--- src/rtl/spi_byte_tx_if.sv ---
// rtl/spi_byte_tx_if.sv - FIFO read port, enable and SPI pins of spi_byte_tx
interface spi_byte_tx_if #(
    parameter int DATA_W = 8
);
    logic              en;
    logic              fifo_e;
    logic [DATA_W-1:0] rx_data;
    logic              rx_ready;
    logic              sclk;
    logic              mosi;
    logic              cs_n;
    logic              busy;
    logic              frame_done;

    // master: FIFO and host side; slave: the transmitter
    modport master (
        output en, fifo_e, rx_data,
        input  rx_ready, sclk, mosi, cs_n, busy, frame_done
    );

    modport slave (
        input  en, fifo_e, rx_data,
        output rx_ready, sclk, mosi, cs_n, busy, frame_done
    );
endinterface

--- src/rtl/spi_byte_tx.sv ---
// rtl/spi_byte_tx.sv - pops bytes from a FIFO and sends each as one SPI mode-0 frame
module spi_byte_tx #(
    parameter int DATA_W  = 8,
    parameter int CLK_DIV = 2,
    parameter int CS_IDLE = 1
) (
    input  logic         spi_clk,
    input  logic         rst_n,
    spi_byte_tx_if.slave bus
);
    localparam int BIT_W = $clog2(DATA_W) + 1;
    localparam int DIV_W = $clog2(CLK_DIV) + 1;
    localparam int GAP_W = $clog2(CS_IDLE) + 1;

    localparam logic [BIT_W-1:0] BIT_LAST = BIT_W'(DATA_W - 1);
    localparam logic [DIV_W-1:0] DIV_LAST = DIV_W'(CLK_DIV - 1);
    localparam logic [GAP_W-1:0] GAP_LAST = GAP_W'(CS_IDLE - 1);

    typedef enum logic [2:0] {
        ST_IDLE,
        ST_FETCH,
        ST_LOAD,
        ST_SHIFT,
        ST_GAP
    } state_e;

    state_e            state_q,   state_d;
    logic [DATA_W-1:0] shreg_q,   shreg_d;
    logic [BIT_W-1:0]  bit_cnt_q, bit_cnt_d;
    logic [DIV_W-1:0]  div_cnt_q, div_cnt_d;
    logic [GAP_W-1:0]  gap_cnt_q, gap_cnt_d;
    logic              half_q,    half_d;     // 0: sclk-low half of a bit, 1: sclk-high half

    logic can_fetch;
    logic half_end;
    logic bit_end;
    logic last_bit;
    logic gap_last;

    assign can_fetch = bus.en && !bus.fifo_e;
    assign half_end  = (div_cnt_q == DIV_LAST);
    assign bit_end   = half_end && half_q;
    assign last_bit  = (bit_cnt_q == BIT_LAST);
    assign gap_last  = (gap_cnt_q == GAP_LAST);

    always_ff @(posedge spi_clk or negedge rst_n) begin
        if (!rst_n) begin
            state_q   <= ST_IDLE;
            shreg_q   <= '0;
            bit_cnt_q <= '0;
            div_cnt_q <= '0;
            gap_cnt_q <= '0;
            half_q    <= 1'b0;
        end else begin
            state_q   <= state_d;
            shreg_q   <= shreg_d;
            bit_cnt_q <= bit_cnt_d;
            div_cnt_q <= div_cnt_d;
            gap_cnt_q <= gap_cnt_d;
            half_q    <= half_d;
        end
    end

    always_comb begin
        state_d   = state_q;
        shreg_d   = shreg_q;
        bit_cnt_d = bit_cnt_q;
        div_cnt_d = div_cnt_q;
        gap_cnt_d = gap_cnt_q;
        half_d    = half_q;

        unique case (state_q)
            ST_IDLE: begin
                if (can_fetch) begin
                    state_d = ST_FETCH;
                end
            end

            ST_FETCH: begin
                state_d = ST_LOAD;
            end

            ST_LOAD: begin
                shreg_d   = bus.rx_data;
                bit_cnt_d = '0;
                div_cnt_d = '0;
                half_d    = 1'b0;
                state_d   = ST_SHIFT;
            end

            ST_SHIFT: begin
                if (half_end) begin
                    div_cnt_d = '0;
                    half_d    = !half_q;
                    if (bit_end) begin
                        shreg_d   = shreg_q << 1;
                        bit_cnt_d = bit_cnt_q + 1'b1;
                        if (last_bit) begin
                            gap_cnt_d = '0;
                            state_d   = ST_GAP;
                        end
                    end
                end else begin
                    div_cnt_d = div_cnt_q + 1'b1;
                end
            end

            ST_GAP: begin
                // en and fifo_e are only consulted here and in IDLE
                if (gap_last) begin
                    state_d = can_fetch ? ST_FETCH : ST_IDLE;
                end else begin
                    gap_cnt_d = gap_cnt_q + 1'b1;
                end
            end

            default: begin
                state_d = ST_IDLE;
            end
        endcase
    end

    always_comb begin
        bus.rx_ready   = (state_q == ST_FETCH);
        bus.busy       = (state_q != ST_IDLE);
        bus.cs_n       = (state_q != ST_SHIFT);
        bus.sclk       = (state_q == ST_SHIFT) && half_q;
        bus.mosi       = (state_q == ST_SHIFT) && shreg_q[DATA_W-1];
        bus.frame_done = (state_q == ST_GAP) && (gap_cnt_q == '0);
    end
endmodule

--- src/flat_wrapper.sv ---
// flat-port wrapper written by rule: the top's interface ports become plain ports
module spi_byte_tx_flat 
#(
    parameter int DATA_W  = 8,
    parameter int CLK_DIV = 2,
    parameter int CS_IDLE = 1
)
  (spi_clk, rst_n, bus_en, bus_fifo_e, bus_rx_data, bus_rx_ready, bus_sclk, bus_mosi, bus_cs_n, bus_busy, bus_frame_done);
  spi_byte_tx_if #(.DATA_W(DATA_W)) bus_i ();
  input  logic spi_clk;
  input  logic rst_n;
  input wire logic [$bits(bus_i.en)-1:0] bus_en;
  input wire logic [$bits(bus_i.fifo_e)-1:0] bus_fifo_e;
  input wire logic [$bits(bus_i.rx_data)-1:0] bus_rx_data;
  output wire logic [$bits(bus_i.rx_ready)-1:0] bus_rx_ready;
  output wire logic [$bits(bus_i.sclk)-1:0] bus_sclk;
  output wire logic [$bits(bus_i.mosi)-1:0] bus_mosi;
  output wire logic [$bits(bus_i.cs_n)-1:0] bus_cs_n;
  output wire logic [$bits(bus_i.busy)-1:0] bus_busy;
  output wire logic [$bits(bus_i.frame_done)-1:0] bus_frame_done;
  assign bus_i.en = bus_en;
  assign bus_i.fifo_e = bus_fifo_e;
  assign bus_i.rx_data = bus_rx_data;
  assign bus_rx_ready = bus_i.rx_ready;
  assign bus_sclk = bus_i.sclk;
  assign bus_mosi = bus_i.mosi;
  assign bus_cs_n = bus_i.cs_n;
  assign bus_busy = bus_i.busy;
  assign bus_frame_done = bus_i.frame_done;
  spi_byte_tx #(.DATA_W(DATA_W), .CLK_DIV(CLK_DIV), .CS_IDLE(CS_IDLE)) u_core (.spi_clk(spi_clk), .rst_n(rst_n), .bus(bus_i));
endmodule
--- config.mk ---
export PLATFORM = sky130hd
export DESIGN_NAME = spi_byte_tx_flat
export DESIGN_NICKNAME = d
export VERILOG_FILES = /design/src/rtl/spi_byte_tx_if.sv /design/src/rtl/spi_byte_tx.sv /design/src/flat_wrapper.sv
export SDC_FILE = /design/constraint.sdc
export NUM_CORES = 1
export LEC_CHECK = 0
export BUFFER_PORTS_ARGS = -buffer_cell sky130_fd_sc_hd__buf_2
export CAP_MARGIN = 20
export CORE_UTILIZATION = 40
export DETAILED_ROUTE_END_ITERATION = 8
export GPL_TIMING_DRIVEN = 0
export HOLD_SLACK_MARGIN = 0.08
export MAX_ROUTING_LAYER = met4
export PLACE_DENSITY = 0.62
export SLEW_MARGIN = 10
export SYNTH_ARGS = -nofsm -noshare
export SYNTH_HDL_FRONTEND = slang
export SYNTH_SLANG_ARGS = --single-unit
export TNS_END_PERCENT = 30
--- constraint.sdc ---
create_clock -name spi_clk -period 1.65 [get_ports spi_clk]
set_input_delay 0.2475 -clock spi_clk [delete_from_list [all_inputs] [get_ports spi_clk]]
set_output_delay 0.2475 -clock spi_clk [all_outputs]
set_load 0.02 [all_outputs]
Yosys cells after proc, flatten, opt, wreduce, memory -nomap -nowiden

Index checks and enable logic that the tools add are counted.

ROM bits: 0
Latch bits: 0
Input port bits: 12
RAM bits: 0
Logic and storage cells: 59
Output and inout port bits: 6
Register bits: 19
Memories: 0

Multipliers: 0
Add/sub/neg operators: 3
Shift-type cells: 0
Bitwise logic cells: 1
Multiplexer cells: 22
Reductions and logical operators: 15
Div/mod/pow operators: 0
Equal/unequal tests: 12
$lt $le $gt $ge: 0

Operators by type and width:

| kind                  | number |
|---|---|
| $mux W8               | 2 |
| $pmux W8 S2           | 1 |
| $mux W3               | 5 |
| $pmux W3 S5           | 1 |
| $mux W4               | 2 |
| $ne A2 B1 Y1 const B  | 4 |
| $pmux W4 S2           | 1 |
| $eq A3 B2 Y1 const B  | 2 |
| $mux W1               | 6 |
| $logic_and A1 B1 Y1   | 5 |
| $reduce_and A5 Y1     | 1 |
| $add A4 B1 Y4 const B | 1 |
| $eq A4 B3 Y1 const B  | 1 |
| $pmux W1 S2           | 2 |
| $pmux W2 S2           | 1 |
| $reduce_and A4 Y1     | 1 |
| $reduce_bool A2 Y1    | 2 |
| $eq A3 B1 Y1 const B  | 1 |
| $eq A3 B3 Y1 const B  | 1 |
| $logic_not A3 Y1      | 1 |
| $ne A3 B2 Y1 const B  | 1 |
| $reduce_and A3 Y1     | 1 |
| $reduce_bool A3 Y1    | 1 |
| $add A2 B1 Y2 const B | 1 |
| 7 further kinds       | 8 |

Longest topological paths before layout

Depth in word-level cells: 5
Gate-level depth with buffers: 5
Depth with buffers taken out: 4

Least setup slack after synthesis

OpenSTA, ideal clock, no wires.

Path kind: reg-to-reg
Start: register u_core.state_q[2]
End: register u_core.shreg_q[1]
Clock period less this slack: 1.499 ns
Slack: 0.151 ns
Buffers on the path: 1
Library setup time: 0.125 ns
Cell stages (with the launch flop): 5
Required time: 1.525 ns
Data arrival time: 1.375 ns
Cells stage by stage: dfrtp_1 > nand2b_1 > buf_2 > a21oi_2 > mux2_2

Word-level cells in the longest chain between the ends: 3
Elaborated cells between the ends (all ways): 7
Those cells by class: 4 x eq/ne; 1 x mux; 2 x reduce/logical

RTL lines:

| element                                                                    | line              | text |
|---|---|---|
| from (decl)                                                                | spi_byte_tx.sv:27 | `state_e state_q, state_d;` |
| from (signal assigned)                                                     | spi_byte_tx.sv:55 | `state_q <= state_d;` |
| $eq A3 B2 Y1                                                               | spi_byte_tx.sv:72 | `unique case (state_q)` |
| $ne A2 B1 Y1 (no source line) / $reduce_bool A2 Y1 (equally long branches) | --                |  |
| $reduce_and A3 Y1 (no source line)                                         | --                |  |
| to (signal assigned)                                                       | spi_byte_tx.sv:56 | `shreg_q <= shreg_d;` |
| to (decl)                                                                  | spi_byte_tx.sv:28 | `logic [DATA_W-1:0] shreg_q, shreg_d;` |

Several ways; a longest one is shown, not always the timed one.
A chain may end at the register's enable or synchronous reset.

Worst setup path after layout

Start: register u_core.state_q[0]
End: output bus_busy

Word-level cells in the longest chain between the ends: 1

RTL lines:

| element            | line               | text |
|---|---|---|
| $reduce_bool A3 Y1 | spi_byte_tx.sv:125 | `bus.busy = (state_q != ST_IDLE);` |
| to (decl)          | flat_wrapper.sv:19 | `output wire logic [$bits(bus_i.busy)-1:0] bus_busy;` |

No other way between the ends.

==> impl_metrics.toml <==
[outcome]
outcome = "finished clean"

[floorplan]
ios = 18
rows = 17
initial_utilization_pct = 42.6
fp.dieH_um = 50.8
dieArea_um2 = 2580
die_w_um = 50.8
core-area_um2 = 2230

[grt]
grt_usage_pct = 16.7
overflow = 0
grt_max_degree = 19
grt_pass1_vias = 711
grt_antenna_before_repair = 0
grt_pass1_wl_um = 3140

[clocking]
cts-htree-levels = 1
clock_latency_ps = 290
cts.path.max_buffers = 2
cts.sinks = 18
cts_root_buf = "clkbuf_4"
cts_tree = "done"
cts-buffers-inserted = 3
path_clk_slew_ps = 100

[power_and_ir_drop]
cellLeakagePower_nw = 0.556
seqPwrFrac_pct = 44.7
sw_frac_of_total_pct = 32.4
p_switching_mw = 0.482
p_int_mw = 1.01
p_comb_share_pct = 37.2
p_per_area_nw_per_um2 = 1300
irDropWorstVdd_mv = 0.830
p_clk_share_pct = 18.1
totalPowerFinal_mw = 1.49

[timing]
setup_viol = 0
clock_skew_ps = 1.86
hold_slack_ps = 222
fmax_mhz = 621
layout_setup_ws_ps = 39.8
final.setup.tns_ps = 0
fin_crit_sh_pct = 97.6
rsz0062_at_grt = "true"
slew_violations = 0
hold_violations = 0
max_slew_margin_pct = 72.7
worst_pin_slew_ps = 410
layout_min_cycle_time_ps = 1610

[placement]
port_buffers = 17
dp_slack_ps = -47.2
postPlaceCellArea_um2 = 1070
gp_congestion = 0.796
dpl.hpwl_um = 1260

[synth]
synth-async-reset-ratio_pct = 100
synth.distinct_cells = 34
yosysWarnings = 0
syn_inst = 86
syn_area_um2 = 951
synth_ff_type = "dfrtp_1"
syn_area_per_cell_um2 = 11.1
yosysSeqAreaShare_pct = 47.4
ys_seq_elements = 18
synth.net_count = 99
synth-edff-count = 0

[routing]
num_vias = 713
wl_per_cell_um = 12.5
wirelength_um = 1710
drtPass1Iterations = 4
via_per_inst = 5.20
antenna_left = 0
remaining_drc_errors = 0
dr.first_iter.drc_count = 3

[cells_and_area]
antenna_cells = 0
final_area_um2 = 1150
layout-drive-gt1-share_pct = 38.5
fillers = 227
synthToLayoutAreaGrowth_pct = 20.7
final_cell_mix = "buf_2, dfrtp_1, mux2_2, inv_1, nand2_1"
nNetsFinal = 123
final_common_cell = "buf_2"

[setup_path]
crit_path_start_kind = "flop"
cp_slowest_stage_delay_ps = 420
required_ps = 1400
worstPathCellList = "clkbuf_8 -> or3_1 -> buf_2"
worstSetupPathType = "reg -> out"
critPathArrivalTime_ps = 1360
r2r_slack_ps = 100
crit_path_max_fanout = 10
cp-end-kind = "primary output"
crit_slowest_cell = "dfrtp_2"

[run]
drv_cap = 0

[hold_path]
hold_class = "in -> reg"
cell type report:
type / instances / area [um^2] / share of cell area [%]
multi-input cells: 58 / 458 / 39.9
flip-flops and latches: 18 / 453 / 39.5
repair buffers: 19 / 105 / 9.16
plain buffers: 4 / 37.5 / 3.27
clock buffers: 4 / 36.3 / 3.16
well taps: 28 / 35.0 / 3.05
inverters: 6 / 22.5 / 1.96
registers in the layout, indices dropped and copies added, names as in the netlist:
register          count
u_core.div_cnt_q      2
u_core.half_q         1
u_core.shreg_q        8
u_core.state_q        3
u_core.bit_cnt_q      4
through the flow:
stage	instances	utilization, %
2_1_floorplan	86	-
3_3_place_gp	131	48.0
3_5_place_dp	131	48.0
4_1_cts	137	51.2
5_1_grt	137	51.4
6_report	137	51.4
final timing paths:
check | cells past startpoint | end | from
max | 3 | bus_busy | u_core.state_q[0]$_DFFE_PN0P_
max reg2reg | 3 | u_core.shreg_q[5]$_DFFE_PN0P_ | u_core.div_cnt_q[1]$_DFFE_PN0P_
min reg2reg | 1 | u_core.shreg_q[6]$_DFFE_PN0P_ | u_core.shreg_q[6]$_DFFE_PN0P_
max in group asynchronous | 2 | u_core.state_q[2]$_DFFE_PN0P_ | rst_n
min in group asynchronous | 2 | u_core.half_q$_DFFE_PN0P_ | rst_n
min | 3 | u_core.shreg_q[0]$_DFFE_PN0P_ | bus_rx_data[0]
critical path: cells and delay by family, from the launching register on:
| family | cells | cell delay, ps |
|---|---|---|
| buf+inv | 2 | 320 |
| flops | 1 | 420 |
| simple gates | 1 | 330 |
cells in the mapped netlist (2+ instances only):
cell       n  area [um^2]
o21ai_0    2         10.0
nand2_1    5         18.8
nor3b_1    3         22.5
nand3_1    3         15.0
or3_1      3         18.8
mux2i_1    3         30.0
o22ai_1    2         12.5
nor2b_1    3         18.8
dfrtp_1   18          450
nor2_1     3         11.3
nand2b_1   2         12.5
mux2_2    12          135
inv_1      6         22.5
cells by family (layout without fill, tap and decap cells):
family          after synthesis  in the layout  share of synthesized area [%]
simple gates                 29             29                           19.1
flops                        18             18                           47.4
mux                          15             15                           17.4
compound gates               13             13                           9.61
buf+inv                      10             33                           5.26
fa+ha+maj                     1              1                           1.32
what timing repair did:
action,4_1_cts,5_1_grt
gates resized for setup,5,2
pin swaps,0,1
hold endpoints to repair,18,0
hold buffers,1,0
endpoints found under the setup margin,8,9
buffers inserted,1,0
power groups by stage:
stage	logic, mW	registers (mW)	clock network, mW
4_1_cts	0.559	0.666	0.281
2_1_floorplan	0.429	0.652	0
3_3_place_gp	0.524	0.672	0
6_report	0.553	0.664	0.270
5_1_grt	0.619	0.688	0.297
3_5_place_dp	0.537	0.678	0
metal layers:
layer  part of all wire (%)  wire [um]  track usage [%]
met2                     49        835             25.6
met4                   0.82         14             5.56
met1                     48        812             22.4
met5                      0          0                -
met3                    2.6         44             2.73
Power figures use the tool's default switching activity.
